<file path="config.mk">
export PLATFORM = sky130hd
export DESIGN_NAME = therm_chain_dec
export DESIGN_NICKNAME = d
export VERILOG_FILES = /design/src/rtl/therm_chain_dec.sv
export SDC_FILE = /design/constraint.sdc
export NUM_CORES = 1
export LEC_CHECK = 0
export CORE_ASPECT_RATIO = 0.8
export CORE_UTILIZATION = 40
export DETAILED_ROUTE_END_ITERATION = 10
export PLACE_DENSITY = 0.6
export SYNTH_ARGS = -nofsm -noshare
export SYNTH_HDL_FRONTEND = slang
export SYNTH_SLANG_ARGS = --single-unit
export TNS_END_PERCENT = 30
</file>
<file path="constraint.sdc">
create_clock -name clk -period 3.4 [get_ports clk]
set_input_delay 0.68 -clock clk [delete_from_list [all_inputs] [get_ports clk]]
set_output_delay 0.68 -clock clk [all_outputs]
set_load 0.05 [all_outputs]
</file>
<file path="src/rtl/therm_chain_dec.sv">
// therm_chain_dec
// Receive-side decoder for the cascaded-AND thermometer word {g,f,e}
// (e = a&b, f = e&c, g = f&d) coming from the AND-chain stage.
// Each accepted word is validated and decoded to a 2-bit level.
// The result is then held in a 2-entry FIFO with valid/ready on both sides.
// Saturating per-level occurrence counters feed the lab status display.
//
// Optional feature macro: THERM_DEC_ERRCNT_EN
//   When defined, this adds the err_cnt port and a saturating counter of
//   accepted illegal words.
//
// Parameters
//   W_CNT      width of each histogram / error counter
// Ports
//   clk        rising-edge clock
//   rst        asynchronous, active-high reset
//   in_valid   in_code is valid
//   in_ready   block can accept a word (low only while the buffer is full)
//   in_code    {g,f,e} thermometer word
//   out_valid  out_level/out_err hold the oldest buffered entry
//   out_ready  consumer takes the head entry
//   out_level  decoded level 0..3
//   out_err    the word was not a legal thermometer code
//   hist_sel   selects which level counter appears on hist_cnt
//   hist_cnt   count of legal words of level hist_sel
//   err_cnt    count of illegal words (only with THERM_DEC_ERRCNT_EN)

module therm_chain_dec #(
  parameter int W_CNT = 8
) (
  input  logic             clk,
  input  logic             rst,
  input  logic             in_valid,
  output logic             in_ready,
  input  logic [2:0]       in_code,
  output logic             out_valid,
  input  logic             out_ready,
  output logic [1:0]       out_level,
  output logic             out_err,
  input  logic [1:0]       hist_sel,
  output logic [W_CNT-1:0] hist_cnt
`ifdef THERM_DEC_ERRCNT_EN
  ,
  output logic [W_CNT-1:0] err_cnt
`endif
);

  localparam logic [1:0] EMPTY = 2'd0;
  localparam logic [1:0] ONE   = 2'd1;
  localparam logic [1:0] FULL  = 2'd2;

  localparam logic [W_CNT-1:0] CNT_MAX = '1;

  logic [1:0]       state;
  logic [1:0]       state_next;
  logic             accept;
  logic             pop;
  logic [1:0]       dec_level;
  logic             dec_err;
  logic [1:0]       head_level;
  logic             head_err;
  logic [1:0]       tail_level;
  logic             tail_err;
  logic [W_CNT-1:0] hist [4];

  assign accept    = in_valid & in_ready;
  assign pop       = out_valid & out_ready;
  assign out_valid = (state != EMPTY);

  // The level is the run of 1s counted up from bit 0. This gives the
  // expected level for legal codes and a best-effort level for broken ones.
  // A word is legal only if it equals the thermometer pattern of that level.
  always_comb begin
    dec_level = 2'd0;
    if (in_code[0]) begin
      dec_level = 2'd1;
      if (in_code[1]) begin
        dec_level = 2'd2;
        if (in_code[2]) dec_level = 2'd3;
      end
    end
    dec_err = (in_code != {dec_level == 2'd3, dec_level[1], dec_level != 2'd0});
  end

  // Occupancy FSM. An accept cannot occur in FULL because in_ready is low there.
  always_comb begin
    state_next = state;
    case (state)
      EMPTY:   if (accept) state_next = ONE;
      ONE: begin
        if (accept && !pop)      state_next = FULL;
        else if (pop && !accept) state_next = EMPTY;
      end
      FULL:    if (pop) state_next = ONE;
      default: state_next = EMPTY;
    endcase
  end

  // in_ready is registered from the next state. This keeps the upstream
  // handshake free of any combinational path through out_ready.
  always_ff @(posedge clk or posedge rst) begin
    if (rst) begin
      state    <= EMPTY;
      in_ready <= 1'b1;
    end else begin
      state    <= state_next;
      in_ready <= (state_next != FULL);
    end
  end

  // Two-slot buffer that shifts toward the head. The head is always the
  // oldest entry. The tail is only occupied in FULL.
  always_ff @(posedge clk or posedge rst) begin
    if (rst) begin
      head_level <= 2'd0;
      head_err   <= 1'b0;
      tail_level <= 2'd0;
      tail_err   <= 1'b0;
    end else begin
      case (state)
        EMPTY: begin
          if (accept) begin
            head_level <= dec_level;
            head_err   <= dec_err;
          end
        end
        ONE: begin
          if (accept && pop) begin
            head_level <= dec_level;
            head_err   <= dec_err;
          end else if (accept) begin
            tail_level <= dec_level;
            tail_err   <= dec_err;
          end
        end
        FULL: begin
          if (pop) begin
            head_level <= tail_level;
            head_err   <= tail_err;
          end
        end
        default: begin
          head_level <= 2'd0;
          head_err   <= 1'b0;
        end
      endcase
    end
  end

  // Outputs are masked when the buffer is empty, so a stale head never leaks out.
  assign out_level = out_valid ? head_level : 2'd0;
  assign out_err   = out_valid ? head_err : 1'b0;

  // Histogram counts legal words at accept time. Each counter sticks at its maximum.
  always_ff @(posedge clk or posedge rst) begin
    if (rst) begin
      for (int i = 0; i < 4; i++) hist[i] <= '0;
    end else if (accept && !dec_err && hist[dec_level] != CNT_MAX) begin
      hist[dec_level] <= hist[dec_level] + 1'b1;
    end
  end

  assign hist_cnt = hist[hist_sel];

`ifdef THERM_DEC_ERRCNT_EN
  // Counts accepted illegal words. The counter sticks at its maximum.
  logic [W_CNT-1:0] err_q;

  always_ff @(posedge clk or posedge rst) begin
    if (rst) begin
      err_q <= '0;
    end else if (accept && dec_err && err_q != CNT_MAX) begin
      err_q <= err_q + 1'b1;
    end
  end

  assign err_cnt = err_q;
`endif

endmodule

</file>
==> results.md, run 1 <==
* Pin count of the biggest net entering global routing at 42
* Cells after synthesis at between 150 and 200
* Clock Path Buffers at 2
* Design area at between 0.002 and 0.003 sq mm
* Syn_area_per_cell at about 12 sq um
* GP Congestion at around 0.82
* Final nets at 250
* Pwr Total at around 2.5 mW
* Clock Tree Root: clkbuf_8
* Worst relative slew slack at roughly 62%
* Pwr dens at 851 mW/mm^2
* Distinct cells, synth at between 40 and 50
* Post_cts resized at 0
* Count of final setup violators at 0
* Initial core utilization at 43.0%
* Die width at between 80 and 90 um
* Site row count at 24
* DRC viols at 0
* Congestion Overflow GR at 0
* Vias in the first global route at between 1.5k and 2k
* IO Pins at 22
* Worst Hold Depth at 2
* Final Hold Slack at between 500 and 600 ps
* Post-synthesis cell area at about 0.0024 sq mm
* Max frequency at between 300 and 400 MHz
* Leading area contributor after synthesis: dfrtp_1
* First-pass GRT wire length at ~8.8 mm
* Post-DP HPWL at 3.88 mm
* Status: completed
* Routed Antenna Nets at 0
* Lkg Pwr at around 1.3 nW
* Fin crit period at 3070 ps
* Diode count at 0
* TritonCTS clock tree: built
* Worst skew pair latency at about 300 ps
* WL/cell at 16.6 um
* I/O Buffers at 21
* First drt pass iteration count at 4
* Sequential area share after synthesis at a little over two fifths
* Worst Tran Pin Value at about 560 ps
* Via/cell ratio at approximately 5.3
* Crit path launch type: input pin
* Crit-path max FO at 5
* Worst Hold Path EP: head_level[1]
* Vias post-DR at 1684
* Reg2reg setup slack at a little under 900 ps
* P&R area growth vs syn at 20.0%
* Crit path cell chain: clkdlybuf4s50_1 > mux2i_1 > a211oi_1 > a21oi_1 > inv_1 > ha_1 > nand4_2 > nor3_4 > or4b_1 > buf_4 > mux2_4
* CP endpoint kind: flip-flop
* Setup Crit Path Kind: in2reg
* # hold bufs at CTS at 0
* GRT Overall Usage at roughly a fifth
* Hold_sp: head_level[1]
* Worst Reg-to-Reg Cells at 10
* RSZ-0062 raised after global routing: false
* Placed cell area at between 0.002 and 0.003 sq mm
* Setup WS pre-CTS at between 30 and 40 ps
* CTS buffer count at 5
* H-Tree Depth at 2
* Reg-to-reg critical path startpoint: hist[0]
* Clock slew at reported path FFs at around 80 ps
* Non-Filler Instances at 319
* Core region area at approximately 0.0056 sq mm
* Peak supply drop at approximately 0.53 mV
* Worst hold-check path type: reg2reg
* Area contributors post-synth: dfrtp_1 41%, mux2_4 8.7%, mux2_2 7.9%, mux4_2 7.4%, mux2i_1 4.1%
* Layout cells sized above 1 at approximately 36%
* Final Cycle Share at between 90 and 100%
* Die height at between 70 and 80 um
* DRT iter0 DRCs at 65
* Drt total wl at roughly 5.3 mm
* Commonest non-fill, non-tap cell in the layout: dfrtp_1
* Max stage delay cell, worst path: or4b_1
* Initial antenna violation count at 0
* Dominant synthesized flop cell: dfrtp_1
* Post-synth ARST share at 100%
* Critical path arrival at ~3300 ps
* Clock Skews at 5.67 ps
* Synth Register Bits at 41
* Number of synthesized flops with an enable pin at 0
* Setup_tns at 0 ps
* Final Hold Viols at 0
* Worst Path Required at between 3000 and 4000 ps
* Post-route setup slack at approximately 330 ps
* Die area at approximately 0.0064 sq mm
* Slowest cell delay on critical path at around 530 ps
* Share of the synthesized area in the top cell type at between 40% and 50%
* Util after Layout at 51.6%
* Max-cap violations at 0
* # placed instances at roughly 310
* Synth Warn # at 0
* Worst r2r dst: hist[27]
* Setup Buffers After CTS at 0
* Most frequent cells in the layout: 40 x dfrtp_1, 31 x buf_4, 17 x mux2_2, 15 x nor2_1, 14 x mux2_4
* Syn_nets at approximately 210
* Slew Limit Fails at 0
* Clock sinks at 41
-- state kept, by name, summed over array words and instances (netlist names) --
register    count
tail_level      2
head_err        1
hist           32
state           2
head_level      2
in_ready        1
tail_err        1
-- cell families after synthesis --
| logic type | after synthesis | share of synthesized area [%] |
|---|---|---|
| AND/OR/NAND/NOR | 50 | 13.1 |
| flip-flops | 41 | 42.3 |
| AO/OA/AOI/OAI | 34 | 9.69 |
| XOR/XNOR | 7 | 2.52 |
| buffers and inverters | 16 | 3.76 |
| adder cells (fa/ha/maj) | 1 | 0.515 |
| multiplexers | 49 | 28.1 |
-- final cells by class --
| cell class | count | area (sq um) |
|---|---|---|
| fill | 540 | 2730 |
| sequential | 41 | 1030 |
| tap | 78 | 97.6 |
| inverter | 7 | 26.3 |
| clock buffer | 8 | 90.1 |
| multi-input combinational | 141 | 1310 |
| timing repair buffer | 44 | 363 |
-- power by group --
part           total (mW)  switching (mW)  internal, mW
registers           0.936           0.213         0.722
logic                1.21           0.634         0.574
clock network       0.336           0.170         0.166
-- synth_stat cells (all sizes together), types with 5 or more instances --
master and number:
dfrtp 40, mux2 31, nor2 15, a21oi 12
mux2i 10, mux4 8, inv 7, nand2 7
buf 6, nand2b 5, o21ai 5, xnor2 5
-- critical path: cells and delay by family --
kind	cells	cell delay [ps]
buffers and inverters	3	790
adder cells (fa/ha/maj)	1	220
AND/OR/NAND/NOR	3	720
AO/OA/AOI/OAI	2	290
multiplexers	2	570
-- metal layers --
| layer | global-route usage, % | up-vias | share of wire, % |
|---|---|---|---|
| met1 | 28.7 | 836 | 52 |
| met2 | 26.1 | 31 | 43 |
| met4 | 7.41 | 0 | 1.6 |
| li1 | - | 810 | - |
| met3 | 3.46 | 7 | 3.6 |
| met5 | 0 | - | 0 |
-- worst max-delay path by stage --
| stage | from | end | slack [ps] | cells past startpoint |
|---|---|---|---|---|
| global placement | in_code[0] | hist[22] | 90 | 9 |
| finish | in_code[2] | hist[27] | 330 | 11 |
| global route | in_code[2] | hist[27] | 130 | 11 |
| floorplan | in_code[2] | hist[16] | 570 | 11 |
| detailed placement | in_code[2] | hist[27] | 30 | 11 |
| CTS | in_code[2] | hist[27] | 340 | 11 |
No activity file was read; power rests on OpenSTA's default activity.
==> inputs of run 2 (changes only) <==
CTS_BUF_LIST = sky130_fd_sc_hd__clkbuf_8   (was not set)
==> results.md, run 2 (same netlist as run 1, synthesis figures left out) <==
* Worst relative slew slack at roughly 62%
* Peak supply drop at 0.531 mV
* Diode count at 0
* Routed Antenna Nets at 0
* CTS buffer count at 5
* Most frequent cells in the layout: 40 x dfrtp_1, 31 x buf_4, 17 x mux2_2, 15 x nor2_1, 14 x mux2_4
* I/O Buffers at 21
* Clock Path Buffers at 2
* Final Cycle Share at around 90%
* Congestion Overflow GR at 0
* Most flop-heavy register: hist
* First drt pass iteration count at 4
* Met1 Track Usage GR at about 29%
* Worst Path Required at between 3000 and 4000 ps
* Site row count at 24
* Worst Tran Pin Value at 563 ps
* Pin count of the biggest net entering global routing at 42
* Count of final setup violators at 0
* Pwr dens at 849 mW/mm^2
* Setup Crit Path Kind: in2reg
* Commonest non-fill, non-tap cell in the layout: dfrtp_1
* GRT Overall Usage at about a fifth
* Clock Skews at ~6 ps
* Final Hold Viols at 0
* Lkg Pwr at 1.33 nW
* Status: completed
* Global route hottest layer: met1
* Max frequency at 325 MHz
* Initial core utilization at a little over two fifths
* DRT iter0 DRCs at between 70 and 80
* Drt total wl at between 5 and 6 mm
* Pwr Total at roughly 2.5 mW
* Post_cts resized at 0
* Via/cell ratio at about 5.3
* Fin crit period at 3070 ps
* H-Tree Depth at 2
* IO Pins at 22
* Die area at ~0.0064 sq mm
* Clock sinks at between 40 and 50
* GR Util met2 at a little over a quarter
* Max-cap violations at 0
* Worst hold-check path type: reg2reg
* Worst skew pair latency at ~300 ps
* Setup_tns at 0 ps
* Crit-path max FO at 5
* Setup Buffers After CTS at 0
* Final nets at 250
* Layout cells sized above 1 at between 30% and 40%
* Met3 GRT Util at 3.46%
* Slew Limit Fails at 0
* CP endpoint kind: flip-flop
* Vias post-DR at 1685
* Max reg flops at 32
* DRC viols at 0
* # hold bufs at CTS at 0
* Initial antenna violation count at 0
* Clock slew at reported path FFs at approximately 80 ps
* First-pass GRT wire length at a little under 9 mm
* P&R area growth vs syn at 20.0%
* Vias in the first global route at 1660
* TritonCTS clock tree: built
* Critical path arrival at 3260 ps
* GP Congestion at ~0.82
* Clock Tree Root: clkbuf_8
* WL/cell at approximately 17 um
* Crit path launch type: input pin
* RSZ-0062 raised after global routing: false
* Die width at between 80 and 90 um
* Core region area at approximately 0.0056 sq mm
* Die height at 71.7 um
* Post-DP HPWL at 3.88 mm
-- run 2: cell types whose count changed in the layout (fill, tap and decap cells not counted) --
cell	change
clkbuf_1	-2
inv_1	+2
-- run 2: layer usage --
metal	vias up	wire length [um]
met3	7	189
met1	837	2730
met4	0	84
met5	-	0
met2	31	2290
li1	810	-
-- run 2: stage by stage --
stage / worst slack [ps] / cells / utilization (%) / instance area, sq um / hold slack (ps)
after floorplan: 570 / 198 / - / 2430 / 480
after global placement: 94.8 / 311 / 50.0 / 2820 / 510
after detailed placement: 32.4 / 311 / 50.0 / 2820 / 514
after CTS: 337 / 319 / 51.6 / 2910 / 532
after global routing: 133 / 319 / 51.6 / 2910 / 554
final: 326 / 319 / 51.6 / 2910 / 523
-- run 2: critical path: stages --
cell	delay (ps)
clkdlybuf4s50_1	520
mux2i_1	270
a211oi_1	110
a21oi_1	180
inv_1	70
ha_1	220
nand4_2	110
nor3_4	80
or4b_1	530
buf_4	200
mux2_4	300
-- run 2: path summary, 6_finish.rpt --
check,to,from,slack (ps),depth (start not counted)
setup / recovery,hist[27],in_code[2],330,11
hold / removal,head_level[1],head_level[1],520,2
setup reg to reg,hist[27],hist[0],890,10
hold reg to reg,head_level[1],head_level[1],520,2
max in group asynchronous,hist[19],rst,2220,3
min in group asynchronous,head_err,rst,800,3
-- run 2: layout make-up --
class | instances | area (sq um)
clock buffer | 6 | 82.6
inverter | 7 | 26.3
multi-input combinational | 141 | 1310
clock inverter | 2 | 7.51
timing repair buffer | 44 | 363
tap | 78 | 97.6
sequential | 41 | 1030
fill | 540 | 2730
-- run 2: where the power goes --
group | internal [mW] | switching, mW | leakage [nW]
clock | 0.160 | 0.171 | 0.0538
combinational | 0.574 | 0.634 | 0.786
sequential | 0.722 | 0.213 | 0.494
total | 1.46 | 1.02 | 1.33
